File: src/rtl/seg_mux_n.sv
// Multiplexed N-digit 7-segment driver, active-low segments/dp/enables.
// Optional per-digit blinking when SEG_BLINK_EN is defined.
module seg_mux_n #(
    parameter int NUM_DIGITS  = 4,
    parameter int DIV_WIDTH   = 16,
    parameter int BLINK_SHIFT = 6
) (
    input  logic                    clk,
    input  logic                    rst,
    input  logic [4*NUM_DIGITS-1:0] nums,
    input  logic [NUM_DIGITS-1:0]   dp_in,
    input  logic [NUM_DIGITS-1:0]   blank,
`ifdef SEG_BLINK_EN
    input  logic [NUM_DIGITS-1:0]   blink,
`endif
    output logic [6:0]              display,
    output logic                    dp,
    output logic [NUM_DIGITS-1:0]   digit
);

    localparam int IW = (NUM_DIGITS > 1) ? $clog2(NUM_DIGITS) : 1;
    localparam logic [IW-1:0] LAST = IW'(NUM_DIGITS - 1);

    if (NUM_DIGITS < 2 || NUM_DIGITS > 8 ||
        BLINK_SHIFT < 0 || BLINK_SHIFT > 30) begin : g_bad_cfg
        $error("seg_mux_n: illegal parameter value");
    end

    logic [DIV_WIDTH-1:0] div;
    logic [IW-1:0]        idx;
    logic [IW-1:0]        idx_nxt;
    logic                 started;
    logic                 tick;
    logic                 hide;
    logic [3:0]           code;

    function automatic logic [6:0] decode(input logic [3:0] c);
        case (c)
            4'h0:    decode = 7'b1000000;
            4'h1:    decode = 7'b1111001;
            4'h2:    decode = 7'b0100100;
            4'h3:    decode = 7'b0110000;
            4'h4:    decode = 7'b0011001;
            4'h5:    decode = 7'b0010010;
            4'h6:    decode = 7'b0000010;
            4'h7:    decode = 7'b1111000;
            4'h8:    decode = 7'b0000000;
            4'h9:    decode = 7'b0010000;
            4'hA:    decode = 7'b0001000;
            4'hB:    decode = 7'b0010010;
            4'hC:    decode = 7'b1000110;
            4'hD:    decode = 7'b0111111;
            default: decode = 7'b1111111;
        endcase
    endfunction

    assign tick = &div;

    // First tick after reset lands on index 0 rather than advancing.
    always_comb begin
        idx_nxt = '0;
        if (started && idx != LAST)
            idx_nxt = idx + 1'b1;
    end

    assign code = nums[{idx_nxt, 2'b00} +: 4];

`ifdef SEG_BLINK_EN
    logic [BLINK_SHIFT:0] frame;
    logic [BLINK_SHIFT:0] frame_nxt;

    // Phase is taken from the frame being entered, so a blink
    // boundary applies from digit 0 of the new frame onward.
    assign frame_nxt = (started && idx == LAST) ? frame + 1'b1 : frame;
    assign hide = blank[idx_nxt] |
                  (blink[idx_nxt] & frame_nxt[BLINK_SHIFT]);
`else
    assign hide = blank[idx_nxt];
`endif

    always_ff @(posedge clk) begin
        if (rst) begin
            div     <= '0;
            idx     <= '0;
            started <= 1'b0;
            digit   <= '1;
            display <= 7'b1111111;
            dp      <= 1'b1;
`ifdef SEG_BLINK_EN
            frame   <= '0;
`endif
        end else begin
            div <= div + 1'b1;
            if (tick) begin
                idx     <= idx_nxt;
                started <= 1'b1;
                digit   <= ~(NUM_DIGITS'(1) << idx_nxt);
                display <= hide ? 7'b1111111 : decode(code);
                dp      <= hide ? 1'b1 : ~dp_in[idx_nxt];
`ifdef SEG_BLINK_EN
                frame   <= frame_nxt;
`endif
            end
        end
    end

endmodule

File: config.mk
export PLATFORM = sky130hd
export DESIGN_NAME = seg_mux_n
export DESIGN_NICKNAME = d
export VERILOG_FILES = /design/src/rtl/seg_mux_n.sv
export SDC_FILE = /design/constraint.sdc
export NUM_CORES = 1
export LEC_CHECK = 0
export CORE_MARGIN = 2
export CORE_UTILIZATION = 26
export CTS_CLUSTER_SIZE = 14
export DETAILED_ROUTE_END_ITERATION = 8
export GPL_TIMING_DRIVEN = 0
export SYNTH_ARGS = -nofsm -noshare
export SYNTH_HDL_FRONTEND = slang
export SYNTH_SLANG_ARGS = --single-unit
File: constraint.sdc
create_clock -name clk -period 2 [get_ports clk]
set_input_delay 0.5 -clock clk [delete_from_list [all_inputs] [get_ports clk]]
set_output_delay 0.5 -clock clk [all_outputs]
set_load 0.1 [all_outputs]
### After elaboration in Yosys (flattened, before gate mapping)

Memory sizes are Yosys's and may differ from the RTL's.
Cells that the tools add are included.

| word-level totals | value |
|---|---|
| register bits | 31 |
| word-level logic and storage cells | 24 |
| bits of input ports | 26 |
| output and inout port bits | 12 |
| memories kept | 1 |
| bits in read-only memories | 112 |

Memories:

| name | depth | width | read ports | clocked after Yosys merged registers in | write ports | line | text |
|---|---|---|---|---|---|---|---|
| (no name shown) | 16 | 7 | 1 | 0 | 0 | 38 | `case (c)` |

| operators by class | value |
|---|---|
| magnitude comparators | 1 |
| shift operators | 2 |
| add/sub/neg operators | 2 |
| reduce and logical (&&, ||, !) cells | 2 |
| mux-type cells | 7 |
| bitwise operators | 2 |
| eq/ne operators | 1 |

Operators with widths:

| kind | count |
|---|---|
| adder 16 x 1 -> 16 bit, second input constant | 1 |
| AND reduction 16 bit | 1 |
| indexed part select 16 x 5 -> 4 bit | 1 |
| 2-to-1 mux 7 bit | 1 |
| binary-select mux 1 bit (select 2 bit) | 2 |
| NOT 4 bit | 1 |
| left shift 1 x 2 -> 4 bit, first input constant | 1 |
| < comparator 2 x 3 -> 1 bit, second input constant | 1 |
| 2-to-1 mux 1 bit | 3 |
| adder 2 x 1 -> 2 bit, second input constant | 1 |
| 2-to-1 mux 2 bit | 1 |
| inequality test 2 bit, second input constant | 1 |
| logical AND 1 bit | 1 |
| NOT 1 bit | 1 |

### Longest topological paths before layout

Gate-level depths: netlist of the first run.

| depth | value |
|---|---|
| depth after elaboration | 7 |
| depth in mapped cells | 10 |
| depth with buffers taken out | 9 |

### Least setup slack after synthesis of the first run

No wires, ideal clock.

| timing | value |
|---|---|
| path kind | flip-flop to flip-flop |
| start | register idx[0] |
| end | register display[5] |
| path buffers | 1 |
| path slack | -0.191 ns |
| library setup time | 0.133 ns |
| clock period less this slack | 2.191 ns |
| cell stages (with the launch flop) | 9 |
| data arrival time | 2.058 ns |
| data required time | 1.867 ns |
| cell sequence | dfxtp_1 -> ha_1 -> or3b_1 -> buf_2 -> nand2b_4 -> o221a_2 -> ha_1 -> a221oi_1 -> o211ai_1 |

| between the ends | value |
|---|---|
| word-level cells in the longest chain between the ends | 6 |
| elaborated cells between the ends (all ways) | 9 |
| those cells by class | add/sub (1); eq/ne (1); shift (1); mux (4); reduce/logical (1); memory (1) |

Ends and longest elaborated chain:

| item | line | text |
|---|---|---|
| start, declared | 30 | `logic [IW-1:0] idx;` |
| start signal, assigned | 95 | `idx <= idx_nxt;` |
| parallel branches: the longest is 2 deep, another holds adder 2 x 1 -> 2 bit | -- |  |
| 2-to-1 mux 2 bit (*) | 62 | `if (started && idx != LAST)` |
| indexed part select 16 x 5 -> 4 bit / binary-select mux 1 bit (select 2 bit) (equally long branches) | 66, 78 |  |
| memory (16 x 7 bit) / 2-to-1 mux 1 bit (equally long branches) | -- |  |
| 2-to-1 mux 7 bit (*) | 98 | `display <= hide ? 7'b1111111 : decode(code);` |
| end signal, assigned | 98 |  |
| end, declared | 16 | `output logic [6:0] display,` |

Every way passes the cells marked *. The select of a mux whose other input is x is not followed.
A chain may end at the register's enable or synchronous reset.

### Final worst setup path of the first run

Same ends and word-level chain as after synthesis.

==> flow_metrics.py, run 1 <==
metrics = {
    "outcome": {
        "status": "complete, but fails checks",
        "violations": "negative setup slack",
    },
    "yosys": {
        "synth_flop_cell": "dfxtp_1",
        "yosys_warnings": 0,
        "syn_nets": 221,
        "syn_area_mm2": 0.00165,
        "synth_edf_count": 0,
        "ys_types": 45,
        "synth_commonest_cells": "31 x dfxtp_1, 24 x nor2_1, 15 x nand2_1",
        "ys_ff_latch": 31,
        "yosysTopAreaCellShare": 0.375,
        "yosysSeqAreaShare": 0.375,
        "avgSynthCellArea_um2": 8.70,
        "async_reset_ff_frac": 0,
        "syn_inst": 190,
        "yosys.area.top_type": "dfxtp_1",
        "yosysMostFrequentCell": "dfxtp_1",
        "yosys-top-cells-area": "dfxtp_1 38%, nor2_1 5.5%, xor2_1 4.2%, nand3_1 3.9%, ha_1 3.8%",
    },
    "global_routing": {
        "antenna_found_initial": 0,
        "grt_pass1_vias": 1516,
        "grt_max_degree": 11,
        "grt.total_usage": 0.127,
        "grt.overflow.total": 0,
        "grt_pass1_wl_um": 7210,
    },
    "pwr": {
        "p_leak_nw": 0.851,
        "pwr-share-seq": 0.494,
        "swShare": 0.246,
        "power.density_mw_per_mm2": 529,
        "p_comb_frac": 0.124,
        "power.switching_uw": 312,
        "clkPwrFrac": 0.383,
        "p_total_mw": 1.27,
        "power.internal_uw": 955,
        "irDropWorstVdd_v": 0.000330,
    },
    "setup_path": {
        "ff2ff_path_depth": 9,
        "reg2reg_slack_ns": -0.17,
        "timing.rr.end": "display[5]",
        "setup.worst_path.end_class": "flop",
        "path_max_fanout": 5,
        "crit_arrival_ns": 2.33,
        "required_ns": 2.16,
        "crit_end": "display[5]",
        "start_kind": "flop",
        "rr_startpoint": "idx[0]",
        "startpoint": "idx[0]",
        "crit_type": "flop to flop",
    },
    "sta": {
        "fin_crit_sh": 1.08,
        "slew_violations": 0,
        "holdWs_ns": 0.474,
        "fin_crit_ns": 2.17,
        "worst_pin_slew_ns": 0.967,
        "max-slew-margin-rel": 0.358,
        "skew_ns": 0.00696,
        "final_hold_viol_count": 0,
        "tns_ns": -0.820,
        "setup_viol": 7,
        "rsz0062_at_grt": "yes",
        "layout_setup_ws_ns": -0.166,
        "fmax_mhz": 462,
    },
    "clock_network": {
        "cts_buffer_depth": 2,
        "htreeDepth": 2,
        "cts_buffers": 5,
        "root_buffer": "clkbuf_8",
        "clk_latency_ns": 0.29,
        "cts_tree": "yes",
        "postCtsHoldBufs": 0,
        "cts.sinks": 31,
        "path_clk_slew_ns": 0.07,
    },
    "placed_design": {
        "place_hpwl_um": 2990,
        "placed_cells": 303,
        "port_buffers": 36,
        "place.gp.congestion": 0.756,
        "place_area_mm2": 0.00218,
    },
    "min_path": {
        "hp-start": "div[0]",
        "hold_path.class": "flop to flop",
    },
    "routing": {
        "viasPerCell": 4.87,
        "drt_iter0_markers": 92,
        "wl_per_cell_um": 13.0,
        "drtPass1Iterations": 4,
        "dr_total_vias": 1568,
        "wl_um": 4200,
        "ant_nets": 0,
        "drc": 0,
    },
    "floorplanning": {
        "rows": 29,
        "core_area_mm2": 0.00624,
        "die_w_um": 83.7,
        "die_height_um": 83.7,
        "pin_count": 38,
        "initial_core_util": 0.265,
        "dieArea_mm2": 0.00701,
    },
    "final_layout": {
        "antennaDiodeCount": 0,
        "area_growth_pct": 45.0,
        "final_nets": 275,
        "final-instance-count-excl-fill": 322,
        "final_layout_size_suffix_gt1_frac": 0.220,
        "final_area_mm2": 0.00240,
    },
    "flow_run": {
        "maxCapViolations": 0,
    },
}
## final cells by class
class,count,area (um^2)
Clock buffer,7,76.3
Inverter,5,20.0
Timing Repair Buffer,47,427
Clock inverter,1,5.00
Sequential cell,31,624
Buffer,9,67.6
Multi-Input combinational cell,145,1080
Tap cell,77,96.3
Fill cell,633,3840
## cell families (layout without fill, tap and decap cells)
kind of cell / after synthesis / count (layout) / synth area share
simple gates: 80 / 80 / 0.247
compound gates: 41 / 41 / 0.187
mux: 7 / 7 / 0.0454
flops: 31 / 31 / 0.375
xor+xnor: 12 / 12 / 0.0636
fa+ha+maj: 5 / 5 / 0.0379
buf+inv: 14 / 69 / 0.0439
## state kept, by name, indices dropped and copies added, names as in the netlist
signal / flops
digit: 4
div: 16
display: 7
started: 1
dp: 1
idx: 2
## what timing repair did
action                                  4_1_cts  5_1_grt
pin swaps                                     9        1
gates cloned                                  1        0
endpoints found under the setup margin       26       22
setup buffers                                10        0
gates resized for setup                      31       17
## metrics by stage
stage / worst slack (ns) / utilization
floorplan: -0.0968 / -
global placement: -0.451 / 0.349
detailed placement: -0.463 / 0.349
CTS: -0.192 / 0.383
global route: -0.246 / 0.384
finish: -0.166 / 0.384
## worst min path at each step
stage / to / depth (start not counted)
3_5_place_dp: div[0] / 1
5_1_grt: digit[1] / 2
6_report: div[0] / 1
2_1_floorplan: div[0] / 1
4_1_cts: div[0] / 1
3_3_place_gp: div[0] / 1
## per-layer routing
layer	up-vias	GRT usage	part of all wire
met5	-	0	0
met4	0	0.0484	0.018
met3	8	0.0287	0.042
met2	30	0.207	0.47
met1	733	0.163	0.47
li1	797	-	-
## worst max-delay path: stages (launching register included)
cell,delay [ns]
dfxtp_4,0.36
ha_4,0.16
or3b_1,0.35
buf_6,0.14
nand2b_4,0.17
o221a_4,0.25
buf_6,0.14
xnor2_1,0.12
a221oi_2,0.24
o211ai_1,0.11
## power groups by stage
stage | Combinational, mW | Clock, mW | Sequential (mW)
after floorplan | 0.0722 | 0 | 0.640
after global placement | 0.138 | 0 | 0.641
after detailed placement | 0.138 | 0 | 0.641
after CTS | 0.154 | 0.496 | 0.626
after global routing | 0.170 | 0.516 | 0.626
final | 0.157 | 0.485 | 0.626
## placed cells by master (no fill, tap or decap), drive strengths merged, types with 5 or more instances in the layout
cell | synthesis | layout
dfxtp | 31 | 31
clkdlybuf4s50 | 0 | 24
nor2 | 24 | 24
buf | 5 | 16
nand2 | 15 | 15
clkbuf | 4 | 14
nand3 | 13 | 13
a21oi | 13 | 13
o21ai | 10 | 10
clkdlybuf4s15 | 0 | 9
xor2 | 8 | 8
nand4 | 5 | 5
or3 | 5 | 5
ha | 5 | 5
Power figures use the tool's default switching activity.
==> inputs of run 2 (changes only) <==
SKIP_CTS_REPAIR_TIMING = 1   (was unset)
==> run 2 against run 1 <==
  * Worst setup slack lost 0.061 ns
  * Sequential power hardly changed
  * Cell count grew 0.93%
  * Fmax fell by 2.7%
  * Critical path type unchanged
  * The flow still finishes with violations (negative setup slack)
  * Sequential cell count is the same
  * Routed wire length up 2.5%
  * Core utilization rose by 2.3 points
  * Sequential share of layout area is 1.5 points lower
==> flow_metrics.py, run 2 (synthesis results as in run 1) <==
metrics = {
    "final_layout": {
        "nFillCells": 639,
        "final_nets": 278,
        "top_regs": "div: 16 flops, display: 7 flops, digit: 4 flops",
        "final_layout_size_suffix_gt1_frac": 0.226,
        "largest-register": "div",
        "utilization": 0.407,
        "antennaDiodeCount": 0,
        "area_growth_pct": 53.7,
        "largest_register_ffs": 16,
        "layout_common_cells": "30 x dfxtp_1, 24 x clkdlybuf4s50_1, 22 x nor2_1, 15 x nand2_1",
        "layout_commonest_cell": "dfxtp_1",
    },
    "sta": {
        "rsz0062_at_grt": "yes",
        "final_hold_viol_count": 0,
        "skew_ns": 0.00674,
        "worst_pin_slew_ns": 0.988,
        "layout_setup_ws_ns": -0.227,
        "slew_violations": 0,
        "setup_viol": 7,
        "fin_crit_ns": 2.23,
        "fmax_mhz": 449,
        "holdWs_ns": 0.473,
        "max-slew-margin-rel": 0.340,
        "fin_crit_sh": 1.11,
    },
    "routing": {
        "viasPerCell": 4.85,
        "drc": 0,
        "dr_total_vias": 1575,
        "drtPass1Iterations": 6,
        "drt_iter0_markers": 59,
        "wl_um": 4300,
        "wl_per_cell_um": 13.2,
        "ant_nets": 0,
    },
    "pwr": {
        "p_total_mw": 1.29,
        "irDropWorstVdd_v": 0.000362,
        "power.density_mw_per_mm2": 509,
        "p_leak_nw": 0.874,
    },
    "placed_design": {
        "place_ws_ns": -0.463,
        "place.gp.congestion": 0.756,
        "port_buffers": 36,
        "place_hpwl_um": 2990,
    },
    "setup_path": {
        "crit_type": "flop to flop",
        "crit_arrival_ns": 2.40,
        "crit_family": "compound AO/OA/AOI/OAI gates",
        "path_cells": "ha_4 -> or3b_1 -> buf_6 -> nand2b_4 -> o221a_4 -> buf_12 -> a2111oi_4 -> a21oi_1",
        "startpoint": "idx[0]",
        "start_kind": "flop",
        "setup.worst_path.end_class": "flop",
        "path_max_fanout": 10,
        "slowest_stage": "dfxtp_4",
        "cpPeakStageDelay_ns": 0.36,
        "required_ns": 2.17,
        "path_buf_inv": 2,
        "rr_startpoint": "idx[0]",
    },
    "global_routing": {
        "antenna_found_initial": 0,
        "grt.total_usage": 0.119,
        "grt.overflow.total": 0,
        "grt_max_degree": 11,
        "grt_pass1_vias": 1423,
        "grt_pass1_wl_um": 6710,
    },
    "floorplanning": {
        "rows": 29,
        "core_area_mm2": 0.00624,
        "die_height_um": 83.7,
        "dieArea_mm2": 0.00701,
        "pin_count": 38,
        "initial_core_util": 0.265,
        "die_w_um": 83.7,
    },
    "clock_network": {
        "path_clk_slew_ns": 0.07,
        "root_buffer": "clkbuf_8",
        "cts_buffer_depth": 2,
        "htreeDepth": 2,
        "cts.sinks": 31,
        "cts_tree": "yes",
        "clk_latency_ns": 0.29,
        "cts_buffers": 5,
    },
    "min_path": {
        "hp-start": "div[0]",
        "hold_path.class": "flop to flop",
    },
    "flow_run": {
        "maxCapViolations": 0,
    },
    "outcome": {
        "violations": "negative setup slack",
        "status": "complete, but fails checks",
    },
}
==> run 2: through the flow <==
stage                     std cells  TNS (ns)  area (um^2)
after floorplan                 190    -0.277         1720
after global placement          303     -2.87         2180
after detailed placement        303     -2.81         2180
after CTS                       311     -5.56         2260
after global routing            325     -1.65         2540
final                           325     -1.12         2540
==> run 2: where the power goes <==
part	internal, mW	leakage [nW]	switching (mW)
Sequential	0.621	0.252	0.00450
Combinational	0.103	0.580	0.0779
Clock	0.244	0.0422	0.243
Total	0.967	0.874	0.325
==> run 2: final cells by class <==
| cell class | count | area [um^2] | area share |
|---|---|---|---|
| multi-input combinational | 145 | 1140 | 0.449 |
| sequential | 31 | 624 | 0.246 |
| timing repair buffer | 50 | 499 | 0.196 |
| tap | 77 | 96.3 | 0.0379 |
| clock buffer | 7 | 76.3 | 0.0300 |
| buffer | 9 | 76.3 | 0.0300 |
| inverter | 5 | 23.8 | 0.00935 |
| clock inverter | 1 | 5.00 | 0.00197 |
==> run 2: worst paths after layout <==
kind | to | slack [ns] | cells past startpoint
max | display[0] | -0.23 | 8
min | div[0] | 0.47 | 1
max reg2reg | display[0] | -0.23 | 8
min reg2reg | div[0] | 0.47 | 1
==> run 2: layer usage <==
metal	share of wire	GRT usage	up-vias
li1	-	-	804
met1	0.47	0.153	737
met2	0.48	0.190	25
met3	0.029	0.0287	9
met4	0.019	0.0484	0
met5	0	0	-
==> inputs of run 3 (changes only) <==
CELL_PAD_IN_SITES_DETAIL_PLACEMENT = 1   (was unset)
CELL_PAD_IN_SITES_GLOBAL_PLACEMENT = 1   (was unset)
PLACE_DENSITY_LB_ADDON = 0.1   (was unset)
==> run 3 against run 2 <==
  * The run still ends with negative setup slack left
  * Clock power grew 16%
  * First-iteration DRC count shrank 29%
  * Core utilization grew 0.22 points
  * Sequential power is essentially flat
  * Critical path type unchanged
  * Highest routed layer unchanged
==> flow_metrics.py, run 3 (synthesis results as in run 1) <==
metrics = {
    "routing": {
        "viasPerCell": 4.85,
        "dr_total_vias": 1591,
        "ant_nets": 0,
        "wl_um": 4770,
        "wl_per_cell_um": 14.5,
        "drc": 0,
        "drt_iter0_markers": 42,
        "drtPass1Iterations": 4,
    },
    "setup_path": {
        "required_ns": 2.16,
        "path_max_fanout": 6,
        "crit_end": "display[5]",
        "startpoint": "idx[0]",
        "rr_startpoint": "idx[0]",
        "setup.worst_path.end_class": "flop",
        "start_kind": "flop",
        "reg2reg_slack_ns": -0.25,
        "crit_type": "flop to flop",
        "crit_arrival_ns": 2.41,
        "ff2ff_path_depth": 9,
        "timing.rr.end": "display[5]",
    },
    "sta": {
        "fmax_mhz": 444,
        "worst_pin_slew_ns": 0.982,
        "rsz0062_at_grt": "yes",
        "fin_crit_ns": 2.25,
        "fin_crit_sh": 1.13,
        "holdWs_ns": 0.467,
        "setup_viol": 7,
        "final_hold_viol_count": 0,
        "skew_ns": 0.00978,
        "layout_setup_ws_ns": -0.252,
        "slew_violations": 0,
        "max-slew-margin-rel": 0.344,
    },
    "final_layout": {
        "area_growth_pct": 54.6,
        "final_area_mm2": 0.00255,
        "layout_common_cells": "29 x dfxtp_1, 24 x clkdlybuf4s50_1, 22 x nor2_1, 16 x buf_4, 15 x nand2_1",
        "top_regs": "div: 16 flops, display: 7 flops, digit: 4 flops",
        "largest-register": "div",
        "antennaDiodeCount": 0,
        "largest_register_ffs": 16,
        "layout_commonest_cell": "dfxtp_1",
        "utilization": 0.409,
        "final_nets": 281,
        "final_layout_size_suffix_gt1_frac": 0.259,
    },
    "floorplanning": {
        "die_height_um": 83.7,
        "core_area_mm2": 0.00624,
        "initial_core_util": 0.265,
        "rows": 29,
        "pin_count": 38,
        "die_w_um": 83.7,
        "dieArea_mm2": 0.00701,
    },
    "placed_design": {
        "place_hpwl_um": 3500,
        "place_ws_ns": -0.545,
        "port_buffers": 36,
        "place.gp.congestion": 0.732,
        "place_area_mm2": 0.00218,
    },
    "global_routing": {
        "grt_max_degree": 11,
        "grt.overflow.total": 0,
        "grt_pass1_wl_um": 7670,
        "grt.total_usage": 0.135,
        "grt_pass1_vias": 1584,
        "antenna_found_initial": 0,
    },
    "clock_network": {
        "clk_latency_ns": 0.29,
        "htreeDepth": 2,
        "cts.sinks": 31,
        "path_clk_slew_ns": 0.07,
        "cts_tree": "yes",
        "cts_buffer_depth": 2,
        "root_buffer": "clkbuf_8",
        "cts_buffers": 5,
    },
    "min_path": {
        "hold_path.class": "flop to flop",
    },
    "pwr": {
        "irDropWorstVdd_v": 0.000307,
        "p_leak_nw": 0.901,
        "power.density_mw_per_mm2": 529,
        "p_total_mw": 1.35,
    },
    "outcome": {
        "status": "complete, but fails checks",
        "violations": "negative setup slack",
    },
    "flow_run": {
        "maxCapViolations": 0,
    },
}
[run 3: cell types whose count changed in the layout (fill, tap and decap cells not counted), moves of 2 or more]
cell	change
a21oi_2	+2
nor4_4	-2
buf_4	+3
clkbuf_1	-2
clkbuf_8	+2
nor4_2	+2
[run 3: layer usage]
layer / track usage / share of wire
met5: 0 / 0
met3: 0.0336 / 0.032
met1: 0.183 / 0.48
met4: 0.0308 / 0.0084
met2: 0.216 / 0.48
[run 3: cell type report]
| type | instances | area, um^2 |
|---|---|---|
| fillers | 739 | 3690 |
| inverters | 5 | 20.0 |
| plain buffers | 9 | 78.8 |
| clock inverters | 1 | 7.51 |
| clock buffers | 7 | 96.3 |
| multi-input cells | 145 | 1090 |
| well taps | 77 | 96.3 |
| repair buffers | 53 | 536 |
| flip-flops and latches | 31 | 626 |
[run 3: metrics by stage]
stage	cells	TNS [ns]
after global placement	303	-4.02
after floorplan	190	-0.277
after global routing	328	-1.91
after detailed placement	303	-4.25
after CTS	311	-7.08
final	328	-1.33
[run 3: critical path: stages (launching register included)]
cell and delay [ns]:
dfxtp_4 0.36, ha_4 0.16, or3b_4 0.36, buf_6 0.14, nand2b_4 0.17, o221a_4 0.27, buf_8 0.14, xnor2_2 0.13
a221oi_2 0.26, o211ai_1 0.13
[run 3: worst min path at each step]
stage                 from     end  slack [ns]  depth (start not counted)
floorplan           div[0]  div[0]        0.43                          1
global placement    div[0]  div[0]        0.45                          1
detailed placement  div[0]  div[0]        0.46                          1
CTS                 div[0]  div[0]        0.47                          1
global route        div[0]  div[0]        0.50                          1
finish              div[0]  div[0]        0.47                          1
[run 3: power by group]
part / switching [mW] / total, mW / internal, mW / leakage, nW
Clock: 0.250 / 0.563 / 0.313 / 0.0505
Combinational: 0.0688 / 0.164 / 0.0948 / 0.598
Sequential: 0.00490 / 0.626 / 0.621 / 0.252
